### config.mk
export PLATFORM = sky130hd
export DESIGN_NAME = fifo_rd_arbiter
export DESIGN_NICKNAME = d
export VERILOG_FILES = /design/src/rtl/fifo_arb_pkg.sv /design/src/rtl/rr_arbiter.sv /design/src/rtl/fifo_rd_arbiter.sv
export SDC_FILE = /design/constraint.sdc
export NUM_CORES = 1
export LEC_CHECK = 0
export ABC_CLOCK_PERIOD_IN_PS = 3700
export CAP_MARGIN = 30
export CORE_UTILIZATION = 39
export CTS_CLUSTER_DIAMETER = 150
export DETAILED_ROUTE_END_ITERATION = 6
export PLACE_DENSITY_LB_ADDON = 0.3
export SKIP_CTS_REPAIR_TIMING = 1
export SYNTH_ARGS = -nofsm -noshare
export SYNTH_HDL_FRONTEND = slang
export SYNTH_SLANG_ARGS = --single-unit
### constraint.sdc
create_clock -name r_clk -period 3.7 [get_ports r_clk]
set_input_delay 0.37 -clock r_clk [delete_from_list [all_inputs] [get_ports r_clk]]
set_output_delay 0.37 -clock r_clk [all_outputs]
set_load 0.03 [all_outputs]
### src/rtl/fifo_arb_pkg.sv
// Shared types and width helpers for the FIFO read-port arbiter.
package fifo_arb_pkg;

    typedef enum logic {
        IDLE  = 1'b0,
        BURST = 1'b1
    } state_e;

    // At least one bit so a consumer ID is always a real vector.
    function automatic int id_width(input int num_req);
        return (num_req > 1) ? $clog2(num_req) : 1;
    endfunction

    // Wide enough to hold MAX_BURST itself, so the counter saturates instead of wrapping.
    function automatic int cnt_width(input int max_burst);
        return $clog2(max_burst + 1);
    endfunction

endpackage

### src/rtl/rr_arbiter.sv
// Combinational rotating-priority pick: search starts at last_id+1 and wraps modulo NUM_REQ.
module rr_arbiter
    import fifo_arb_pkg::*;
#(
    parameter int NUM_REQ = 4,
    parameter int IDW     = id_width(NUM_REQ)
) (
    input  logic [NUM_REQ-1:0] req,
    input  logic [IDW-1:0]     last_id,
    output logic [NUM_REQ-1:0] win,
    output logic [IDW-1:0]     win_id,
    output logic               any
);

    logic [IDW-1:0] idx;
    logic           found;

    always_comb begin
        win    = '0;
        win_id = '0;
        found  = 1'b0;
        idx    = '0;
        for (int i = 1; i <= NUM_REQ; i++) begin
            idx = IDW'((int'(last_id) + i) % NUM_REQ);
            if (!found && req[idx]) begin
                found    = 1'b1;
                win_id   = idx;
                win[idx] = 1'b1;
            end
        end
    end

    assign any = |req;

endmodule

### src/rtl/fifo_rd_arbiter.sv
// Shares the async FIFO read port among NUM_REQ consumers in round-robin bursts
// of up to MAX_BURST pops; popped words come back registered and tagged with the owner.
module fifo_rd_arbiter
    import fifo_arb_pkg::*;
#(
    parameter int NUM_REQ    = 4,
    parameter int DATA_WIDTH = 8,
    parameter int MAX_BURST  = 8,
    localparam int IDW       = id_width(NUM_REQ),
    localparam int CW        = cnt_width(MAX_BURST)
) (
    input  logic                  r_clk,
    input  logic                  rrst_n,
    input  logic [NUM_REQ-1:0]    req,
    input  logic                  empty,
    input  logic [DATA_WIDTH-1:0] r_data,
    output logic                  r_en,
    output logic [NUM_REQ-1:0]    gnt,
    output logic                  out_valid,
    output logic [DATA_WIDTH-1:0] out_data,
    output logic [IDW-1:0]        out_id,
    output logic                  burst_done,
    output logic [CW-1:0]         burst_len,
    output logic                  busy,
    output state_e                dbg_state_o
);

    state_e                state_q, state_d;
    logic [IDW-1:0]        owner_q, owner_d;
    logic [IDW-1:0]        last_id_q, last_id_d;
    logic [CW-1:0]         cnt_q, cnt_d;
    logic [NUM_REQ-1:0]    gnt_q, gnt_d;
    logic                  out_valid_q, out_valid_d;
    logic [DATA_WIDTH-1:0] out_data_q, out_data_d;
    logic [IDW-1:0]        out_id_q, out_id_d;
    logic                  burst_done_q, burst_done_d;
    logic [CW-1:0]         burst_len_q, burst_len_d;

    logic [NUM_REQ-1:0]    arb_win;
    logic [IDW-1:0]        arb_id;
    logic                  arb_any;
    logic                  pop;

    rr_arbiter #(
        .NUM_REQ (NUM_REQ),
        .IDW     (IDW)
    ) u_rr_arbiter (
        .req     (req),
        .last_id (last_id_q),
        .win     (arb_win),
        .win_id  (arb_id),
        .any     (arb_any)
    );

    // In BURST every cycle either pops or closes: the close conditions are exactly !pop.
    always_comb begin
        state_d      = state_q;
        owner_d      = owner_q;
        last_id_d    = last_id_q;
        cnt_d        = cnt_q;
        gnt_d        = gnt_q;
        out_valid_d  = 1'b0;
        out_data_d   = out_data_q;
        out_id_d     = out_id_q;
        burst_done_d = 1'b0;
        burst_len_d  = burst_len_q;
        pop          = 1'b0;
        case (state_q)
            IDLE: begin
                if (arb_any && !empty) begin
                    state_d = BURST;
                    owner_d = arb_id;
                    cnt_d   = '0;
                    gnt_d   = arb_win;
                end
            end
            BURST: begin
                if (req[owner_q] && !empty && (cnt_q < CW'(MAX_BURST))) begin
                    pop         = 1'b1;
                    cnt_d       = cnt_q + CW'(1);
                    out_valid_d = 1'b1;
                    out_data_d  = r_data;
                    out_id_d    = owner_q;
                end else begin
                    state_d      = IDLE;
                    last_id_d    = owner_q;
                    gnt_d        = '0;
                    burst_done_d = 1'b1;
                    burst_len_d  = cnt_q;
                end
            end
        endcase
    end

    always_ff @(posedge r_clk or negedge rrst_n) begin
        if (!rrst_n) begin
            state_q      <= IDLE;
            owner_q      <= '0;
            last_id_q    <= IDW'(NUM_REQ - 1);
            cnt_q        <= '0;
            gnt_q        <= '0;
            out_valid_q  <= 1'b0;
            out_data_q   <= '0;
            out_id_q     <= '0;
            burst_done_q <= 1'b0;
            burst_len_q  <= '0;
        end else begin
            state_q      <= state_d;
            owner_q      <= owner_d;
            last_id_q    <= last_id_d;
            cnt_q        <= cnt_d;
            gnt_q        <= gnt_d;
            out_valid_q  <= out_valid_d;
            out_data_q   <= out_data_d;
            out_id_q     <= out_id_d;
            burst_done_q <= burst_done_d;
            burst_len_q  <= burst_len_d;
        end
    end

    assign r_en        = pop;
    assign gnt         = gnt_q;
    assign out_valid   = out_valid_q;
    assign out_data    = out_data_q;
    assign out_id      = out_id_q;
    assign burst_done  = burst_done_q;
    assign burst_len   = burst_len_q;
    assign busy        = (state_q == BURST);
    assign dbg_state_o = state_q;

endmodule

==> results of run 1 <==
power by group:
group          switching, mW  internal, mW  total (mW)  leakage (nW)
Combinational          0.511         0.376       0.887         0.515
Sequential             0.116         0.436       0.552         0.373
Clock                  0.104         0.133       0.237        0.0395
placed cells by master (no fill, tap or decap), drive strengths merged:
cell	count
o211ai	5
a221oi	1
and2	1
dfstp	2
nand2	42
a311oi	1
a41oi	1
nor4	1
or4	1
xor2	1
nand2b	2
or3	1
clkdlybuf4s50	37
a21oi	7
mux2	4
inv	6
nand3	4
o21ai	8
nor3b	1
clkbuf	8
mux2i	4
nor4b	1
a22oi	5
nor2	5
or3b	1
mux4	4
o221ai	1
a211oi	1
o22ai	1
and2b	1
a22o	1
ha	9
a31oi	1
buf	2
dfrtp	27
flip-flops by register name, indices dropped and copies added, names as in the netlist:
name and count:
out_data 8, gnt 4, burst_len 4, burst_done 1, out_valid 1, out_id 2, cnt_q 4, last_id_q 2
busy 1, owner_q 2
logic make-up after synthesis:
| family | share of synthesized area |
|---|---|
| fa+ha+maj | 0.06961 |
| buf+inv | 0.04640 |
| simple gates | 0.1794 |
| compound gates | 0.1384 |
| mux | 0.1106 |
| flops | 0.4501 |
| xor+xnor | 0.005415 |
cell type report:
class	instances	area [sq um]	share of cell area
timing repair buffer	39	385.4	0.1841
clock buffer	8	80.08	0.03825
multi-input combinational	116	814.5	0.3891
sequential	29	728.2	0.3479
inverter	6	22.52	0.01076
tap	50	62.56	0.02989
per-layer routing:
layer  global-route usage  vias to the layer above
li1                     -                      634
met1               0.2081                      630
met2               0.3048                       40
met3              0.05517                        4
met4              0.05585                        0
met5                    0                        -
stage by stage:
stage	hold slack, ns	util	setup slack (ns)	power [mW]
after floorplan	0.07441	-	1.304	1.164
after global placement	0.4674	0.5033	0.7376	1.418
after detailed placement	0.4657	0.5033	0.7006	1.436
after CTS	0.4876	0.5233	0.6823	1.691
after global routing	0.5079	0.5233	0.5492	1.790
final	0.4723	0.5233	0.6883	1.676
critical path, cell delays in order:
cell and delay (ns):
clkdlybuf4s50_1 0.43, or3b_1 0.42, o22ai_1 0.26, nand2_1 0.09, buf_4 0.20, inv_2 0.17, clkdlybuf4s50_1 0.70
worst paths after layout:
| check | start | endpoint | slack [ns] | cells after the start |
|---|---|---|---|---|
| max | empty | r_en | 0.69 | 7 |
| min | rrst_n | burst_len[3] | 0.47 | 2 |
| max reg2reg | last_id_q[0] | gnt[2] | 0.93 | 6 |
| min reg2reg | out_data[0] | out_data[0] | 0.48 | 2 |
| max in group asynchronous | rrst_n | last_id_q[1] | 2.92 | 2 |
| min in group r_clk | out_data[0] | out_data[0] | 0.48 | 2 |
==> impl_results.md, run 1 <==
- Status: complete, no violations
- H-tree depth: 2
- CTS Buffer Depth: 2
- Wire length on met3: 197 microns
- FF+latch count, synth: 29
- Leakage power: 0.9269 nW
- Synth top area share: 0.4176
- Placed cell areas: 2013 sq um
- Count leader, synth: nand2_1
- WL/cell: 14.25 microns
- Layout cells sized above 1: 0.1061
- Die H: 66.41 microns
- Ant diodes: 0
- CP Capture Type: output port
- List of most frequent post-synthesis cells: nand2_1 (42), dfrtp_1 (27), ha_1 (9)
- Async SR Flop Fraction: 1.000
- Nets: 221
- Vias in the first global route: 1,294
- Synth warn: 0
- Fin crit share: 0.8140
- Via density: 5.274
- Routed WL: 3533 microns
- Area growth syn-to-layout: 29.39%
- Yosys top cell by area: dfrtp_1
- Boundary pin count: 38
- Syn avg cell area: 10.17 sq um
- CP Launch Type: input pin
- # fillers: 345
- Pre-antenna DRT Iters: 4
- Worst Path Class, Setup: in2out
- Rel. slew slack: 0.6356
- Initial antenna violation count: 0
- Non-filler instance count after layout: 248
- DR top layer: met4
- Pin count of the biggest net entering global routing: 30
- Top FF cell, synth: dfrtp_1
- Post-DP HPWL: 2564 microns
- Req. time, crit path: 3.33 ns
- Rows: 23
- DRC Markers: 0
- Max cap viols: 0
- Drt initial violations: 75
- Skew-Pair Late Insertion Delay: 0.27 ns
- Register area share after synthesis: 0.4501
- Die area: 4410 sq um
- Post-DRT Antenna Nets: 0
- Min-delay worst type: in2async
- Fmax: 0.3320 GHz
- Met2 Wirelength: 1734 microns
- Metal-1 WL: 1565 microns
- DR vias: 1,308
- Final Skew: 0.003087 ns
- Cell area after synthesis: 1618 sq um
- Core Box Area: 4000 sq um
- Worst slew pin tran: 0.5452 ns
- TritonCTS Buffers: 5
- Starting Density: 0.4044
- Synth area leaders: dfrtp_1 (42%), nand2_1 (9.7%), ha_1 (7.0%), mux4_2 (4.2%), dfstp_2 (3.2%)
- Clk Tree Root Cell: clkbuf_8
- Worst-path clk slew: 0.06 ns
- CTS tree: yes
- Pins Over Slew Limit: 0
- Final number of setup-violating endpoints: 0
- Post-route design area: 2093 sq um
- Cell count after placement: 240
- RSZ-0062 raised after global routing: false
- Placer Congestion: 0.7624
- IO buf count: 37
- Distinct cells, synth: 42
- Grt total ovfl: 0
- Die Wd: 66.41 microns
- Fin crit period: 3.012 ns
- Syn Inst Count: 159
- Setup TNS: 0 ns
- PwrDens: 800.8 nW/um^2
- Fin. Hold Viols: 0
- Crit Path Max Fanout: 16
- All-Layer GR Usage: 0.1769
- # clock sinks: 29
- Syn_nets: 183
- WP data arrival: 2.64 ns
- Global-route wire length before repair: 5802 microns
- Number of synthesized flops with an enable pin: 0
- Peak VDD IR: 0.3778 mV
No activity file was read; power rests on OpenSTA's default activity.
==> run 2: changes to the inputs <==
--- a/config.mk
+++ b/config.mk
@@ -5,7 +5,7 @@
 export SDC_FILE = /design/constraint.sdc
 export NUM_CORES = 1
 export LEC_CHECK = 0
-export ABC_CLOCK_PERIOD_IN_PS = 3700
+export ABC_CLOCK_PERIOD_IN_PS = 2800
 export CAP_MARGIN = 30
 export CORE_UTILIZATION = 39
 export CTS_CLUSTER_DIAMETER = 150
==> constraint.sdc (replaced) <==
create_clock -name r_clk -period 2.8 [get_ports r_clk]
set_input_delay 0.28 -clock r_clk [delete_from_list [all_inputs] [get_ports r_clk]]
set_output_delay 0.28 -clock r_clk [all_outputs]
set_load 0.03 [all_outputs]
==> run 2 against run 1 <==
  * Combinational power increased by 40%
  * Register-to-register slack got worse by 0.74 ns
  * Setup slack worse by 0.50 ns
  * Power rose by 34%
  * Final cell count is 0.81% higher
  * Hold slack got worse by 0.093 ns
  * First-iteration DRC count rose by 31%
  * Sequential share of layout area shrank 0.25 points
  * Global-route usage increased by 0.98 points
  * Clock-buffer cell count is 2 lower
  * Routed wire length up 4.2%
==> impl_results.md, run 2 (synthesized netlist as in run 1, its figures left out) <==
- WP data arrival: 2.79 ns
- Area growth syn-to-layout: 30.32%
- All-Layer GR Usage: 0.1867
- Min-delay worst type: in2async
- Worst-case reg-to-reg path depth: 6
- Fin. Hold Viols: 0
- Skew-Pair Late Insertion Delay: 0.27 ns
- Max reg flops: 8
- WL/cell: 14.72 microns
- Routed WL: 3680 microns
- Clk Tree Root Cell: clkbuf_8
- Fin util: 0.5271
- Drt initial violations: 98
- Core Box Area: 4000 sq um
- Rows: 23
- CTS tree: yes
- Setup TNS: 0 ns
- Placed cell areas: 2026 sq um
- Worst R2R Start: last_id_q[1]
- PwrDens: 1068 nW/um^2
- TritonCTS Buffers: 5
- Post-DP HPWL: 2686 microns
- Most common cell after layout, fill and taps aside: nand2_1
- Total power: 2.251 mW
- Final number of setup-violating endpoints: 0
- Final Worst Setup Slack: 0.1918 ns
- CP Launch Type: flop
- Final Skew: 0.004832 ns
- CTS Buffer Depth: 2
- Global-route wire length before repair: 6141 microns
- Placer Congestion: 0.8478
- CP Capture Type: flop
- RSZ-0062 raised after global routing: false
- Grt total ovfl: 0
- Via density: 5.380
- Layout cells sized above 1: 0.1300
- Die H: 66.41 microns
- Die area: 4410 sq um
- # clock sinks: 29
- IO buf count: 37
- Initial antenna violation count: 0
- Reg-to-reg endpoint: gnt[0]
- Rel. slew slack: 0.6972
- Nets: 223
- H-tree depth: 2
- # fillers: 367
- Worst slew pin tran: 0.4542 ns
- Commonest non-fill, non-tap cells in the layout: nand2_1 (42), clkdlybuf4s50_1 (36), dfrtp_1 (27)
- Max cap viols: 0
- Pins Over Slew Limit: 0
- Crit Path Max Fanout: 11
- DRC Markers: 0
- Multi-input logic area: 814.5 sq um
- Worst slack, placed: 0.2218 ns
- Peak VDD IR: 0.5229 mV
- Vias in the first global route: 1,356
- Pre-antenna DRT Iters: 4
- Worst-path clk slew: 0.07 ns
- Flop2flop setup slack: 0.19 ns
- Pin count of the biggest net entering global routing: 30
- DR vias: 1,345
- Post-route design area: 2108 sq um
- Fmax: 0.3834 GHz
- Post-DRT Antenna Nets: 0
- Fin crit period: 2.608 ns
- Req. time, crit path: 2.99 ns
- Fin crit share: 0.9315
- Leakage power: 0.9437 nW
- Ant diodes: 0
- Boundary pin count: 38
- Starting Density: 0.4044
- Status: complete, no violations
- Die Wd: 66.41 microns
- Flip-flop and latch area: 728.2 sq um
- Worst Path Class, Setup: reg2reg
## run 2: changes by cell type in the layout (fill, tap and decap cells not counted)
cell / change
buf_4: +3
clkbuf_1: -2
clkinv_2: +2
clkdlybuf4s50_1: -1
## run 2: per-layer routing
layer | up-vias | part of all wire | global-route usage
met5 | - | 0 | 0
met4 | 0 | 0.010 | 0.06117
met3 | 6 | 0.064 | 0.06724
met2 | 48 | 0.48 | 0.3074
met1 | 650 | 0.44 | 0.2249
li1 | 641 | - | -
## run 2: stage by stage
step,std cells,hold WS [ns]
5_1_grt,250,0.4269
3_5_place_dp,242,0.4666
4_1_cts,250,0.3971
2_1_floorplan,159,-0.01559
6_report,250,0.3796
3_3_place_gp,242,0.4597
## run 2: worst max-delay path, stage by stage (launching register included)
cell      delay, ns
dfstp_2        0.63
inv_1          0.17
ha_1           0.47
mux4_2         0.49
nor4b_2        0.49
a22oi_1        0.17
o211ai_1       0.11
## run 2: power breakdown
part	internal (mW)	total, mW	switching, mW
Clock	0.172	0.324	0.152
Sequential	0.575	0.689	0.114
Combinational	0.512	1.24	0.726
Total	1.26	2.25	0.992
## run 2: how the worst max path moves through the flow
stage	endpoint	from	slack, ns
floorplan	owner_q[1]	last_id_q[0]	0.40
global placement	gnt[2]	last_id_q[1]	0.42
detailed placement	gnt[0]	last_id_q[1]	0.22
CTS	gnt[2]	last_id_q[1]	0.21
global route	gnt[0]	last_id_q[1]	0.02
finish	gnt[0]	last_id_q[1]	0.19
## run 2: area by class of cell
cell class              count  share of cell area
flip-flops and latches     29              0.3454
clock inverters             2            0.004748
multi-input cells         116              0.3864
repair buffers             41              0.1887
clock buffers               6             0.03442
inverters                   6             0.01068
well taps                  50             0.02967
